==> config.mk <==
export PLATFORM = sky130hd
export DESIGN_NAME = ndp_reset_sequencer
export DESIGN_NICKNAME = d
export VERILOG_FILES = /design/src/rtl/ndp_reset_sequencer.sv
export SDC_FILE = /design/constraint.sdc
export NUM_CORES = 1
export LEC_CHECK = 0
export ABC_AREA = 1
export BUFFER_PORTS_ARGS = -buffer_cell sky130_fd_sc_hd__buf_2
export CORE_UTILIZATION = 36
export CTS_BUF_LIST = sky130_fd_sc_hd__clkbuf_8
export CTS_CLUSTER_DIAMETER = 150
export DETAILED_ROUTE_END_ITERATION = 16
export SYNTH_ARGS = -nofsm -noshare
export SYNTH_HDL_FRONTEND = slang
export SYNTH_SLANG_ARGS = --single-unit
==> constraint.sdc <==
create_clock -name axis_aclk -period 3 [get_ports axis_aclk]
set_input_delay 0.3 -clock axis_aclk [delete_from_list [all_inputs] [get_ports axis_aclk]]
set_output_delay 0.3 -clock axis_aclk [all_outputs]
set_load 0.005 [all_outputs]
==> src/rtl/ndp_reset_sequencer.sv <==
// Staged active-low reset release (reg -> core -> datapath) after stable lock.
// Optional heartbeat counter on led_heartbeat: NDP_RST_SEQ_HEARTBEAT_EN.
module ndp_reset_sequencer #(
    parameter int HOLD_CYCLES = 200,
    parameter int STAGE_GAP   = 16,
    parameter int HB_DIV_LOG2 = 24
) (
    input  logic axis_aclk,
    input  logic axis_resetn,
    input  logic clk_locked,
    input  logic pcie_link_up,
    input  logic sw_reset_req,
    output logic reg_resetn,
    output logic core_resetn,
    output logic dp_resetn,
    output logic seq_done,
    output logic led_heartbeat
);

    localparam int MAXC = (HOLD_CYCLES > STAGE_GAP) ? HOLD_CYCLES : STAGE_GAP;
    localparam int CW   = $clog2(MAXC) + 1;

    localparam logic [CW-1:0] HOLD_LAST = CW'(HOLD_CYCLES - 1);
    localparam logic [CW-1:0] GAP_LAST  = CW'(STAGE_GAP - 1);

    if (HOLD_CYCLES < 1 || STAGE_GAP < 1 || HB_DIV_LOG2 < 1) begin : g_bad_cfg
        $error("ndp_reset_sequencer: parameters must all be >= 1");
    end

    typedef enum logic [2:0] {
        S_IDLE,
        S_HOLD,
        S_REL_REG,
        S_REL_CORE,
        S_RUN
    } state_t;

    state_t        state;
    state_t        next_state;
    logic [CW-1:0] cnt;
    logic [CW-1:0] cnt_next;
    logic          lk_s1;
    logic          lk_s2;
    logic          lu_s1;
    logic          lu_s2;
    logic          lock_ok;
    logic          abort;
    logic          reg_d;
    logic          core_d;
    logic          dp_d;

    // Lock pins are asynchronous; two flops each before use
    always_ff @(posedge axis_aclk) begin
        if (!axis_resetn) begin
            lk_s1 <= 1'b0;
            lk_s2 <= 1'b0;
            lu_s1 <= 1'b0;
            lu_s2 <= 1'b0;
        end else begin
            lk_s1 <= clk_locked;
            lk_s2 <= lk_s1;
            lu_s1 <= pcie_link_up;
            lu_s2 <= lu_s1;
        end
    end

    assign lock_ok = lk_s2 & lu_s2;
    assign abort   = (state != S_IDLE) && (!lock_ok || sw_reset_req);

    always_ff @(posedge axis_aclk) begin
        if (!axis_resetn) begin
            state       <= S_IDLE;
            cnt         <= '0;
            reg_resetn  <= 1'b0;
            core_resetn <= 1'b0;
            dp_resetn   <= 1'b0;
            seq_done    <= 1'b0;
        end else begin
            state       <= next_state;
            cnt         <= cnt_next;
            reg_resetn  <= reg_d;
            core_resetn <= core_d;
            dp_resetn   <= dp_d;
            seq_done    <= dp_d;
        end
    end

    always_comb begin
        next_state = state;
        cnt_next   = cnt;
        unique case (state)
            S_IDLE: begin
                cnt_next = '0;
                if (lock_ok) next_state = S_HOLD;
            end
            S_HOLD: begin
                if (cnt == HOLD_LAST) begin
                    next_state = S_REL_REG;
                    cnt_next   = '0;
                end else begin
                    cnt_next = cnt + CW'(1);
                end
            end
            S_REL_REG: begin
                if (cnt == GAP_LAST) begin
                    next_state = S_REL_CORE;
                    cnt_next   = '0;
                end else begin
                    cnt_next = cnt + CW'(1);
                end
            end
            S_REL_CORE: begin
                if (cnt == GAP_LAST) begin
                    next_state = S_RUN;
                    cnt_next   = '0;
                end else begin
                    cnt_next = cnt + CW'(1);
                end
            end
            S_RUN: begin
                cnt_next = '0;
            end
            default: begin
                next_state = S_IDLE;
                cnt_next   = '0;
            end
        endcase
        // Abort wins over any terminal count on the same edge
        if (abort) begin
            next_state = S_IDLE;
            cnt_next   = '0;
        end
    end

    // Reset levels follow the state being entered, so they are registered
    always_comb begin
        reg_d  = 1'b0;
        core_d = 1'b0;
        dp_d   = 1'b0;
        unique case (next_state)
            S_REL_REG: begin
                reg_d = 1'b1;
            end
            S_REL_CORE: begin
                reg_d  = 1'b1;
                core_d = 1'b1;
            end
            S_RUN: begin
                reg_d  = 1'b1;
                core_d = 1'b1;
                dp_d   = 1'b1;
            end
            default: begin
                reg_d  = 1'b0;
                core_d = 1'b0;
                dp_d   = 1'b0;
            end
        endcase
    end

`ifdef NDP_RST_SEQ_HEARTBEAT_EN
    logic [HB_DIV_LOG2-1:0] hb_cnt;

    always_ff @(posedge axis_aclk) begin
        if (!axis_resetn) begin
            hb_cnt <= '0;
        end else if (state == S_RUN && next_state == S_RUN) begin
            hb_cnt <= hb_cnt + HB_DIV_LOG2'(1);
        end else begin
            hb_cnt <= '0;
        end
    end

    assign led_heartbeat = hb_cnt[HB_DIV_LOG2-1];
`else
    assign led_heartbeat = seq_done;
`endif

endmodule

==> impl_metrics.py <==
metrics = {
    "cells_and_area": {
        "final_cell_mix": "nand2_1 (23), dfxtp_1 (19), inv_1 (18), nor2_1 (15), buf_2 (9)",
        "ff_latch_area_sq_um": 380.4,
        "multi_input_area_sq_um": 381.6,
        "fillers": 236,
        "drive_gt1_share_pct": 22.50,
        "diodes": 0,
        "final_nets": 127,
        "area_growth_pct": 13.04,
        "stdcell_count": 148,
        "mostFrequentLayoutCell": "nand2_1",
    },
    "timing": {
        "timing.fmax_mhz": 739.7,
        "slew_violations": 0,
        "tns_ps": 0,
        "worst-slew-pin-transition_ps": 235.8,
        "final-setup-viol-count": 0,
        "rsz0062_at_grt": "false",
        "hold_violations": 0,
        "period_needed_ps": 1352,
        "fin_crit_sh_pct": 45.06,
        "relSlewSlack_pct": 84.19,
        "final.setup.worst_slack_ps": 1648,
        "skew_ps": 3.927,
    },
    "die": {
        "fp-row-count": 17,
        "coreArea_sq_mm": 0.002212,
        "die_area_sq_mm": 0.002544,
        "start_util_pct": 38.18,
        "die_w_um": 50.44,
        "die-height_um": 50.44,
        "ios": 10,
    },
    "placed_design": {
        "dp.cells": 144,
        "gp_congestion": 0.7065,
        "place_ws_ps": 1648,
        "place.port_buffers": 9,
        "dpl.hpwl_um": 979.1,
    },
    "route": {
        "vias": 653,
        "drt-wirelength-per-cell_um": 8.047,
        "drt-vias-per-instance": 4.412,
        "drtIter0Drc": 5,
        "wl_mm": 1.191,
        "antenna_left": 0,
        "drtPass1Iterations": 4,
        "drc_errors": 0,
    },
    "yosys": {
        "yosysTopAreaCell": "dfxtp_1",
        "synthTopCellsByArea": "dfxtp_1 (45%), nand2_1 (10%), inv_1 (7.6%)",
        "ys_async_sr_fraction_pct": 0,
        "synthDistinctLibCells": 21,
        "synth_top_area_share_pct": 45.04,
        "avgSynthCellArea_sq_um": 7.748,
        "seq_area_frac_synth_pct": 45.04,
        "syn-cell-area_sq_um": 844.6,
        "ys_ff_latch": 19,
        "synthCells": 109,
        "synth_fp_nets": 115,
        "synth_flop_cell": "dfxtp_1",
        "synth_edf_count": 0,
        "ys_warn_count": 0,
    },
    "cts": {
        "holdBufCountCts": 0,
        "cts_tree": "done",
        "cts-root-buf": "clkbuf_8",
        "cts_made_buffers": 3,
        "cts.repair.resized": 0,
        "clk_pin_slew_ps": 70,
        "cts.path.max_buffers": 2,
        "cts.sinks": 19,
        "postCtsSetupBuffers": 0,
        "insertion_delay_ps": 250,
        "h-tree-depth": 1,
    },
    "setup_path": {
        "path_class": "flip-flop to flip-flop",
        "worstSetupStartpointType": "flip-flop",
        "cp.arrival_ps": 1490,
        "crit_required_ps": 3140,
        "endpoint_kind": "flip-flop",
        "worstPathMaxFanout": 9,
    },
    "flow_run": {
        "drv_cap": 0,
    },
    "power_and_ir_drop": {
        "power.switching_mw": 0.08280,
        "vdd_drop_max_mv": 0.2798,
        "internal_power_mw": 0.3495,
        "netSwitchingFraction_pct": 19.15,
        "pwr-share-seq_pct": 59.2,
        "p_leak_nw": 0.4450,
        "p_per_area_mw_per_mm2": 452.8,
        "p_total_mw": 0.4323,
        "combinationalPowerShare_pct": 2.3,
        "clockPowerShare_pct": 38.6,
    },
    "grt": {
        "grt_usage_pct": 11.25,
        "grt_max_degree": 11,
        "grt_pass1_wl_mm": 2.132,
        "grt_pass1_vias": 570,
        "grt_overflow": 0,
        "antenna_found_initial": 0,
    },
    "outcome": {
        "status": "finished clean",
    },
    "min_path": {
        "hp-class": "input port to flip-flop",
    },
}
-- power by group through the flow --
stage,clock network (mW),logic [mW],registers [mW]
after CTS,0.175,0.0100,0.256
after global routing,0.184,0.0112,0.256
after global placement,0,0.00978,0.261
after detailed placement,0,0.0100,0.261
final,0.167,0.00979,0.256
after floorplan,0,0.00544,0.261
-- logic make-up after synthesis --
family,Yosys count,synth area share (%)
AND/OR/NAND/NOR,59,35.55
buffers and inverters,20,9.777
flip-flops,19,45.04
AO/OA/AOI/OAI,7,5.037
XOR/XNOR,3,3.112
adder cells (fa/ha/maj),1,1.481
-- per-layer routing --
layer | up-vias | wire (um) | GRT usage [%]
met5 | - | 0 | 0
met4 | 0 | 25 | 8.333
met3 | 4 | 17 | 1.818
met2 | 5 | 565 | 17.56
met1 | 287 | 584 | 13.81
li1 | 357 | - | -
-- worst paths after layout --
kind                            slack, ps    startpoint  depth (start not counted)  endpoint
worst max-delay path                 1650        cnt[0]                          8    cnt[3]
worst min-delay path                  230  pcie_link_up                          3     lu_s1
worst max register to register       1650        cnt[0]                          8    cnt[3]
worst min register to register        410         lu_s1                          2     lu_s2
-- cells in the mapped netlist, types with 2 or more instances --
cell type  count
nand2_1       23
dfxtp_1       19
inv_1         17
nor2_1        15
nand3_1        5
nor3_2         4
nand4_1        3
nor2_2         3
a21oi_1        2
buf_4          2
nand2_2        2
nor3b_2        2
o21ai_0        2
o21ai_2        2
xor2_1         2
-- worst max-delay path, cell delays in order, from the launching register on --
cell and delay, ps:
dfxtp_1 350, ha_1 170, nand2_1 100, nor2_2 140, nand3_1 120, o21ai_1 110, nand2_2 80, nand2_4 120
nor3b_2 60
-- area by class of cell --
cell class / count / share of cell area [%]
Multi-Input combinational cell: 70 / 39.97
Sequential cell: 19 / 39.84
Inverter: 18 / 7.077
Timing Repair Buffer: 9 / 4.718
Clock buffer: 3 / 4.325
Tap cell: 28 / 3.670
Clock inverter: 1 / 0.3932
-- sequential cells by signal (all words and copies together) (netlist names) --
signal and count:
cnt 9, core_resetn 1, led_heartbeat 1, lk_s1 1
lk_s2 1, lu_s1 1, lu_s2 1, reg_resetn 1
state 3
-- metrics by stage --
step | hold WS [ps] | util (%) | cell area, sq um
global route | 238.1 | 43.16 | 954.7
finish | 233.3 | 43.16 | 954.7
floorplan | 390.0 | - | 844.6
CTS | 228.2 | 43.16 | 954.7
detailed placement | 402.0 | 41.12 | 909.6
global placement | 394.6 | 41.12 | 909.6
(Power assumes the default switching activity.)
